===== config.mk =====
export PLATFORM = sky130hd
export DESIGN_NAME = riscv_exc_controller
export DESIGN_NICKNAME = d
export VERILOG_FILES = /design/src/rtl/riscv_exc_pkg.sv /design/src/rtl/riscv_exc_controller_prio_enc.sv /design/src/rtl/riscv_exc_controller.sv
export SDC_FILE = /design/constraint.sdc
export NUM_CORES = 1
export LEC_CHECK = 0
export CORE_MARGIN = 2
export CORE_UTILIZATION = 44
export CTS_BUF_LIST = sky130_fd_sc_hd__clkbuf_2
export DETAILED_ROUTE_END_ITERATION = 8
export PLACE_DENSITY = 0.78
export REMOVE_ABC_BUFFERS = 1
export SYNTH_ARGS = -nofsm -noshare
export SYNTH_HDL_FRONTEND = slang
export SYNTH_SLANG_ARGS = --single-unit

===== constraint.sdc =====
create_clock -name clk -period 2 [get_ports clk]
set_input_delay 0.3 -clock clk [delete_from_list [all_inputs] [get_ports clk]]
set_output_delay 0.3 -clock clk [all_outputs]
set_load 0.05 [all_outputs]

===== src/rtl/riscv_exc_pkg.sv =====
// Shared definitions for the exception/interrupt arbiter: cause codes,
// PC-mux vector indices, arbiter state encoding and a cause-packing helper.
package riscv_exc_pkg;

  // 5-bit exception codes placed in mcause[4:0]
  localparam logic [4:0] EXC_CAUSE_ILLEGAL   = 5'd2;
  localparam logic [4:0] EXC_CAUSE_ECALL     = 5'd11;
  localparam logic [4:0] EXC_CAUSE_LOAD_ERR  = 5'd5;
  localparam logic [4:0] EXC_CAUSE_STORE_ERR = 5'd7;

  // Vector indices handed to the PC mux for synchronous exceptions
  localparam logic [4:0] EXC_VEC_ILLEGAL   = 5'h1E;
  localparam logic [4:0] EXC_VEC_ECALL     = 5'h1F;
  localparam logic [4:0] EXC_VEC_LOAD_ERR  = 5'h1C;
  localparam logic [4:0] EXC_VEC_STORE_ERR = 5'h1D;

  // Bit of the 6-bit cause that marks an interrupt (vs. an exception)
  localparam int IRQ_FLAG = 5;

  typedef enum logic [1:0] {
    IDLE     = 2'd0,
    REQ_IRQ  = 2'd1,
    REQ_SYNC = 2'd2
  } exc_state_t;

  // Pack the interrupt flag and a 5-bit code into the CSR cause format
  function automatic logic [5:0] mk_cause(input logic is_irq, input logic [4:0] code);
    logic [5:0] c;
    c           = 6'd0;
    c[4:0]      = code;
    c[IRQ_FLAG] = is_irq;
    return c;
  endfunction

endpackage


===== src/rtl/riscv_exc_controller_prio_enc.sv =====
// Lowest-index-wins priority encoder for the external interrupt lines.
module riscv_irq_prio_enc #(
  parameter int N_IRQ    = 32,
  parameter int IRQ_ID_W = 5
) (
  input  logic [N_IRQ-1:0]    req,
  output logic                valid,
  output logic [IRQ_ID_W-1:0] id
);

  // Scan from the top down so the lowest set index is the last to write id
  always_comb begin
    valid = 1'b0;
    id    = '0;
    for (int i = N_IRQ - 1; i >= 0; i--) begin
      valid = valid | req[i];
      id    = req[i] ? IRQ_ID_W'(i) : id;
    end
  end

endmodule


===== src/rtl/riscv_exc_controller.sv =====
// Exception/interrupt arbiter between the core controller and the CSR block.
// Prioritises synchronous exceptions over external interrupts, runs the
// req/ack handshake with the controller, and drives the CSR save/restore
// strobes, the 6-bit cause and the PC-mux vector index.
// Build option: RISCV_EXC_IRQ_SYNC_EN inserts a 2-flop synchroniser in front
// of the interrupt register for asynchronous irq sources (irq latency 4
// cycles instead of 2). Synchronous exception timing is unaffected.
module riscv_exc_controller
  import riscv_exc_pkg::*;
#(
  parameter int N_IRQ    = 32,
  parameter int IRQ_ID_W = 5
) (
  input  logic                clk,
  input  logic                rst_n,
  input  logic [N_IRQ-1:0]    irq_i,
  input  logic                irq_enable_i,
  input  logic                id_valid_i,
  input  logic                illegal_insn_i,
  input  logic                ecall_insn_i,
  input  logic                eret_insn_i,
  input  logic                lsu_load_err_i,
  input  logic                lsu_store_err_i,
  input  logic                exc_ack_i,
  input  logic                exc_kill_i,
  output logic                exc_req_o,
  output logic                exc_sync_o,
  output logic [IRQ_ID_W-1:0] exc_vec_o,
  output logic [5:0]          exc_cause_o,
  output logic                save_exc_cause_o,
  output logic                exc_restore_o
);

  exc_state_t          state, state_next;
  logic [N_IRQ-1:0]    irq_q;
  logic [N_IRQ-1:0]    irq_cand;
  logic                irq_valid;
  logic [IRQ_ID_W-1:0] irq_id;
  logic                sync_valid;
  logic [4:0]          sync_code;
  logic [4:0]          sync_vec;
  logic [5:0]          cause, cause_next;
  logic [IRQ_ID_W-1:0] vec, vec_next;

`ifdef RISCV_EXC_IRQ_SYNC_EN
  logic [N_IRQ-1:0] irq_sync1, irq_sync2;

  // Two-flop synchroniser followed by the interrupt sample register
  always_ff @(posedge clk or negedge rst_n) begin
    if (!rst_n) begin
      irq_sync1 <= '0;
      irq_sync2 <= '0;
      irq_q     <= '0;
    end else begin
      irq_sync1 <= irq_i;
      irq_sync2 <= irq_sync1;
      irq_q     <= irq_sync2;
    end
  end
`else
  // Single sample register on the interrupt lines
  always_ff @(posedge clk or negedge rst_n) begin
    if (!rst_n) begin
      irq_q <= '0;
    end else begin
      irq_q <= irq_i;
    end
  end
`endif

  assign irq_cand = irq_q & {N_IRQ{irq_enable_i}};

  riscv_irq_prio_enc #(
    .N_IRQ    (N_IRQ),
    .IRQ_ID_W (IRQ_ID_W)
  ) u_prio_enc (
    .req   (irq_cand),
    .valid (irq_valid),
    .id    (irq_id)
  );

  // Fixed-priority selection among the synchronous exception sources
  always_comb begin
    sync_valid = 1'b1;
    sync_code  = 5'd0;
    sync_vec   = 5'd0;
    if (illegal_insn_i && id_valid_i) begin
      sync_code = EXC_CAUSE_ILLEGAL;
      sync_vec  = EXC_VEC_ILLEGAL;
    end else if (ecall_insn_i && id_valid_i) begin
      sync_code = EXC_CAUSE_ECALL;
      sync_vec  = EXC_VEC_ECALL;
    end else if (lsu_load_err_i) begin
      sync_code = EXC_CAUSE_LOAD_ERR;
      sync_vec  = EXC_VEC_LOAD_ERR;
    end else if (lsu_store_err_i) begin
      sync_code = EXC_CAUSE_STORE_ERR;
      sync_vec  = EXC_VEC_STORE_ERR;
    end else begin
      sync_valid = 1'b0;
    end
  end

  // Arbiter next state, cause/vector latching and the save strobe.
  // In REQ_IRQ an ack wins over everything: the controller has already
  // committed to the interrupt, so the held cause is the one to save.
  always_comb begin
    state_next       = state;
    cause_next       = cause;
    vec_next         = vec;
    save_exc_cause_o = 1'b0;
    case (state)
      IDLE: begin
        if (sync_valid) begin
          state_next = REQ_SYNC;
          cause_next = mk_cause(1'b0, sync_code);
          vec_next   = IRQ_ID_W'(sync_vec);
        end else if (irq_valid) begin
          state_next = REQ_IRQ;
          cause_next = mk_cause(1'b1, 5'(irq_id));
          vec_next   = irq_id;
        end else begin
          state_next = IDLE;
        end
      end
      REQ_IRQ: begin
        if (exc_ack_i) begin
          state_next       = IDLE;
          save_exc_cause_o = 1'b1;
        end else if (sync_valid) begin
          state_next = REQ_SYNC;
          cause_next = mk_cause(1'b0, sync_code);
          vec_next   = IRQ_ID_W'(sync_vec);
        end else if (exc_kill_i) begin
          state_next = IDLE;
        end else begin
          state_next = REQ_IRQ;
        end
      end
      REQ_SYNC: begin
        if (exc_ack_i) begin
          state_next       = IDLE;
          save_exc_cause_o = 1'b1;
        end else begin
          state_next = REQ_SYNC;
        end
      end
      default: begin
        state_next = IDLE;
      end
    endcase
  end

  // State, cause and vector registers
  always_ff @(posedge clk or negedge rst_n) begin
    if (!rst_n) begin
      state <= IDLE;
      cause <= 6'd0;
      vec   <= '0;
    end else begin
      state <= state_next;
      cause <= cause_next;
      vec   <= vec_next;
    end
  end

  assign exc_req_o     = (state != IDLE);
  assign exc_sync_o    = (state == REQ_SYNC);
  assign exc_cause_o   = cause;
  assign exc_vec_o     = vec;
  assign exc_restore_o = eret_insn_i & id_valid_i & (state == IDLE);

endmodule


# Word-level counts from Yosys, hierarchy flattened
# Cells that the tools add are included.
[word_totals] out_inout_bits=15 regBits=45
[classes] n_reduce_logical=7 bitwise=34 n_eq_ne=5 n_mux=63
[ops] operator="two-way mux 5 bit" n=40
[ops] operator="bitwise AND 32 bit" n=1
[ops] operator="bitwise OR 1 bit" n=31
[ops] operator="two-way mux 6 bit" n=4
[ops] operator="one-hot mux 6 bit (2 select lines)" n=1
[ops] operator="one-hot mux 5 bit (2 select lines)" n=1
[ops] operator="two-way mux 1 bit" n=8
[ops] operator="two-way mux 2 bit" n=4
[ops] operator="two-way mux 4 bit" n=2
[ops] operator="two-way mux 3 bit" n=2
[ops] operator="one-hot mux 2 bit (3 select lines)" n=1
[ops] operator="inequality test 2 bit (second input constant)" n=2
[ops] operator="AND reduction 4 bit" n=1
[ops] operator="nonzero test 2 bit" n=2
[ops] operator="inequality test 3 bit (second input constant)" n=1
[ops] operator="bitwise AND 1 bit" n=2
[ops] operator="== test 2 x 1 -> 1 bit (second input constant)" n=1
[ops] operator="== test 2 bit (second input constant)" n=1
[ops] operator="logical AND 1 bit" n=2
[ops] operator="zero test 2 bit" n=1
[ops] operator="OR reduction 2 bit" n=1

# Longest topological paths before layout
[depth] depth_word=36 mapped_depth=9 mapped_depth_nobuf=6

# Hierarchy
# Synthesis repeated with hierarchy kept, for this count alone.
[unflattened] hier_cells=201 area_unflattened_um2=2165.8
[by_module_without_submodules] module="riscv_exc_controller" seq_area_each_um2=1126.1 area_per_inst_um2=1795.5 instances=1 cells_per_inst=136
[by_module_without_submodules] module="riscv_irq_prio_enc" seq_area_each_um2=0.0 area_per_inst_um2=370.4 instances=1 cells_per_inst=65

# Least setup slack after synthesis
# Ideal clock, no wire load.
[synth_timing] kind="register to register" from="reg irq_q[28]" to="reg cause[5] (netlist: exc_cause_o[5])" slack_ps=-42 setup_time_ps=125 arrival_time_ps=1917 path_stages_with_launch=7 path_cell_list="dfrtp_1 > o41ai_2 > nand4_1 > or3_1 > o221a_2 > buf_6 > mux2_4"
[synth_via] elab_chain_len=32
[synth_rtl] item="start: declaration" line_no="riscv_exc_controller.sv:35" rtl="logic [N_IRQ-1:0] irq_q;"
[synth_rtl] item="start signal: assignment" line_no="riscv_exc_controller.sv:66" rtl="irq_q <= irq_i;"
[synth_rtl] item="bitwise AND 32 bit" line_no="riscv_exc_controller.sv:71" rtl="assign irq_cand = irq_q & {N_IRQ{irq_enable_i}};"
[synth_rtl] item="bitwise OR 1 bit (29 in a row)" line_no="riscv_exc_controller_prio_enc.sv:16" rtl="valid = valid | req[i];"
[synth_rtl] item="inequality test 3 bit (no source line)"
[synth_rtl] item="AND reduction 4 bit (no source line)"
[synth_rtl] item="end signal: assignment" line_no="riscv_exc_controller.sv:162" rtl="cause <= cause_next;"
[synth_rtl] item="end: declaration" line_no="riscv_exc_controller.sv:42" rtl="logic [5:0] cause, cause_next;"
# Every way passes these cells.
# A chain may end at the register's enable or synchronous reset.

# Worst setup path in the final report
[layout_timing] from="reg irq_q[28]" to="reg cause[3] (netlist: exc_cause_o[3])"
[layout_via] elab_chain_len=33
[layout_rtl] item="bitwise AND 32 bit (*)" line_no="riscv_exc_controller.sv:71"
[layout_rtl] item="two-way mux 5 bit (29 in a row)" line_no="riscv_exc_controller_prio_enc.sv:17" rtl="id = req[i] ? IRQ_ID_W'(i) : id;"
[layout_rtl] item="two-way mux 6 bit" line_no="riscv_exc_controller.sv:118" rtl="end else if (irq_valid) begin"
[layout_rtl] item="two-way mux 6 bit" line_no="riscv_exc_controller.sv:114" rtl="if (sync_valid) begin"
[layout_rtl] item="one-hot mux 6 bit (2 select lines)" line_no="riscv_exc_controller.sv:112" rtl="case (state)"
# Every way passes the cells marked *; elsewhere a longest branch is shown, timed or not. The select of a mux whose other input is x is not followed.

==> results.md <==
* Ratio of cells with drive above 1 in the final layout at 0.2857
* Post-synth ARST share at 1.000
* Leak at 1.398 nW
* Worst Setup EP: exc_cause_o[3]$_DFFE_PN0P_
* Commonest cells post-synth: dfrtp_1, nor2_1, inv_1
* Startpoint Class: register
* Vias in the first global route at 1,797
* Gr ovfl total at 0
* RSZ-0062 raised after global routing: yes
* Yosys warns at 0
* Endpoints failing hold at 0
* Port Buf Inserts at 57
* Post-route cell area at 3172 um2
* Worst-margin pin slew at 528.0 ps
* Sink Count at 45
* Period minus WS final at 2071 ps
* Die Wd at 71.26 um
* CTS Root Cell: clkbuf_2
* CTS tree: built
* Library cells used by synthesis at 45
* Reg2Reg Depth at 6
* Hpwl dp at 3.634 mm
* Critical path type: reg -> reg
* # Max-Cap Violations at 0
* GP Congestion at 0.8591
* Drt pass-1 iters at 4
* Max VDD drop at 0.4289 mV
* Fmax at 482.8 MHz
* Final setup viols at 11
* CTS H-tree depth at 2
* Via count at 1,746
* Fin crit share at 1.036
* Dominant synthesized flop cell: dfrtp_1
* Skew final at 15.46 ps
* Relative slew slack at 0.6474
* Initial Util at 0.4572
* DR vias/cell at 5.259
* Dpl cell area at 2903 um2
* Syn Inst Count at 172
* DR iter-0 viols at 81
* Synth top area cells: dfrtp_1, o41ai_2, nor2_1
* FF+latch count, synth at 45
* Multi-input logic area at 920.9 um2
* Top Ports at 58
* First-pass GRT wire length at 8.128 mm
* Core Area at 4354 um2
* Outcome: finished with violations
* Hold WC Path Type: in -> async
* Final Power at 2.951 mW
* Total GRT Usage at 0.2048
* Max-slew violations at 0
* Util after Layout at 0.7284
* Routed Antenna Nets at 0
* Full die area at 5078 um2
* Syn-to-layout area delta at 59.33%
* Drc violations at 0
* Final wirelength at 4.901 mm
* CP required at 2340 ps
* Wirelength per Cell at 14.76 um
* WP data arrival at 2410 ps
* Setup TNS at -498.1 ps
* Largest net degree at the start of global routing at 22
* Critical Path Sink Type: register
* Antenna cell count at 0
* Worst-path clk slew at 240 ps
* Initial antenna violation count at 0
* Number of synthesized flops with an enable pin at 0
* Cts bufs inserted at 5
* Reg2Reg Capture Point: exc_cause_o[3]$_DFFE_PN0P_
* Post-layout worst setup margin at -71.43 ps
* Die Ht at 71.26 um
* Register Area at 1126 um2
* Most numerous cell in the Yosys netlist: dfrtp_1
* Critical R2R Launch: irq_q[28]$_DFF_PN0_
* Flop2flop setup slack at -70 ps
* Clock latency on the worst-skew pair at 420 ps
* # fillers at 284
* Area share of the largest cell type after synthesis at 0.5657
* Power Density at 930.3 nW/um2
* Post-synthesis cell area at 1991 um2
* Row count at 24
* CTS Buffer Depth at 2
* Sequential fraction of the synthesis area at 0.5657
* CP Launch Point: irq_q[28]$_DFF_PN0_
* Syn avg cell area at 11.57 um2
* Nets at 326
* CP Max Fanout at 8
* Leading area contributor after synthesis: dfrtp_1
* Violated checks: setup timing
[area by class of cell]
class / instances / share of cell area
clock inverter: 3 / 0.007101
clock buffer: 5 / 0.007890
inverter: 13 / 0.01538
multi-input combinational: 111 / 0.2903
sequential: 45 / 0.3550
tap: 52 / 0.02051
timing repair buffer: 103 / 0.3037
[cells in the final DEF (no fill, tap or decap), types with 2 or more instances in the layout]
master and instances:
nor2_4 4, dlymetal6s2s_1 6, o21a_1 4, buf_6 2, o22ai_1 2, buf_12 3
nor2_1 21, a21oi_1 8, buf_4 44, o41ai_2 3, o221ai_1 2, inv_1 13
o21ai_0 4, clkdlybuf4s50_1 46, o211ai_1 2, nor3_1 5, a21boi_0 2, dfrtp_1 45
nand2_1 5, clkbuf_2 5, a31oi_1 4, nand2b_1 6, or4_1 2, clkinvlp_4 3
o41ai_4 5, a22o_1 2, ha_1 3
[where the power goes]
part	internal (mW)	switching [mW]
clock network	0.0838	0.299
registers	1.04	0.113
logic	0.603	0.809
total	1.73	1.22
[worst max-delay path, cell delays in order (launching register included)]
cell and delay, ps:
dfrtp_1 470, o41ai_4 390, nand4_1 180, or3_4 370, o221a_4 270, buf_6 150
o21a_1 160
[state kept, by name, summed over array words and instances (netlist names)]
register,cells
exc_vec_o,5
exc_cause_o,6
state,2
irq_q,32
[worst min-delay path by stage]
stage | from | to | slack, ps | depth (start not counted)
3_5_place_dp | rst_n | irq_q[25]$_DFF_PN0_ | 130 | 1
4_1_cts | rst_n | irq_q[25]$_DFF_PN0_ | 170 | 2
6_report | rst_n | irq_q[25]$_DFF_PN0_ | 180 | 2
3_3_place_gp | rst_n | irq_q[25]$_DFF_PN0_ | 120 | 1
5_1_grt | rst_n | irq_q[25]$_DFF_PN0_ | 170 | 2
2_1_floorplan | rst_n | exc_cause_o[0]$_DFFE_PN0P_ | 4 | 0
[stage by stage]
stage / hold WS (ps) / cells / setup slack [ps]
2_1_floorplan: 4.409 / 169 / -57.58
3_3_place_gp: 119.9 / 316 / -273.1
3_5_place_dp: 128.8 / 316 / -314.3
4_1_cts: 170.0 / 332 / -56.95
5_1_grt: 166.1 / 332 / -148.5
6_report: 184.2 / 332 / -71.43
[cells by family after synthesis]
family,count (synthesis),share of synthesized area
multiplexers,2,0.01257
adder cells (fa/ha/maj),4,0.02514
buffers and inverters,16,0.04022
AO/OA/AOI/OAI,53,0.2332
AND/OR/NAND/NOR,52,0.1232
flip-flops,45,0.5657
[layer usage]
layer	up-vias	GRT usage	share of wire
li1	850	-	-
met1	846	0.2630	0.44
met2	41	0.3539	0.51
met3	9	0.03235	0.035
met4	0	0.06918	0.018
met5	-	0	0
[repair_timing]
item                       in CTS  in global routing
buffers inserted                8                  0
pin swaps                       5                  2
hold endpoints to repair       45                  0
resized for setup               8                 21
setup endpoints to repair      11                 16
hold buffers                    1                  0
Power figures use the tool's default switching activity.
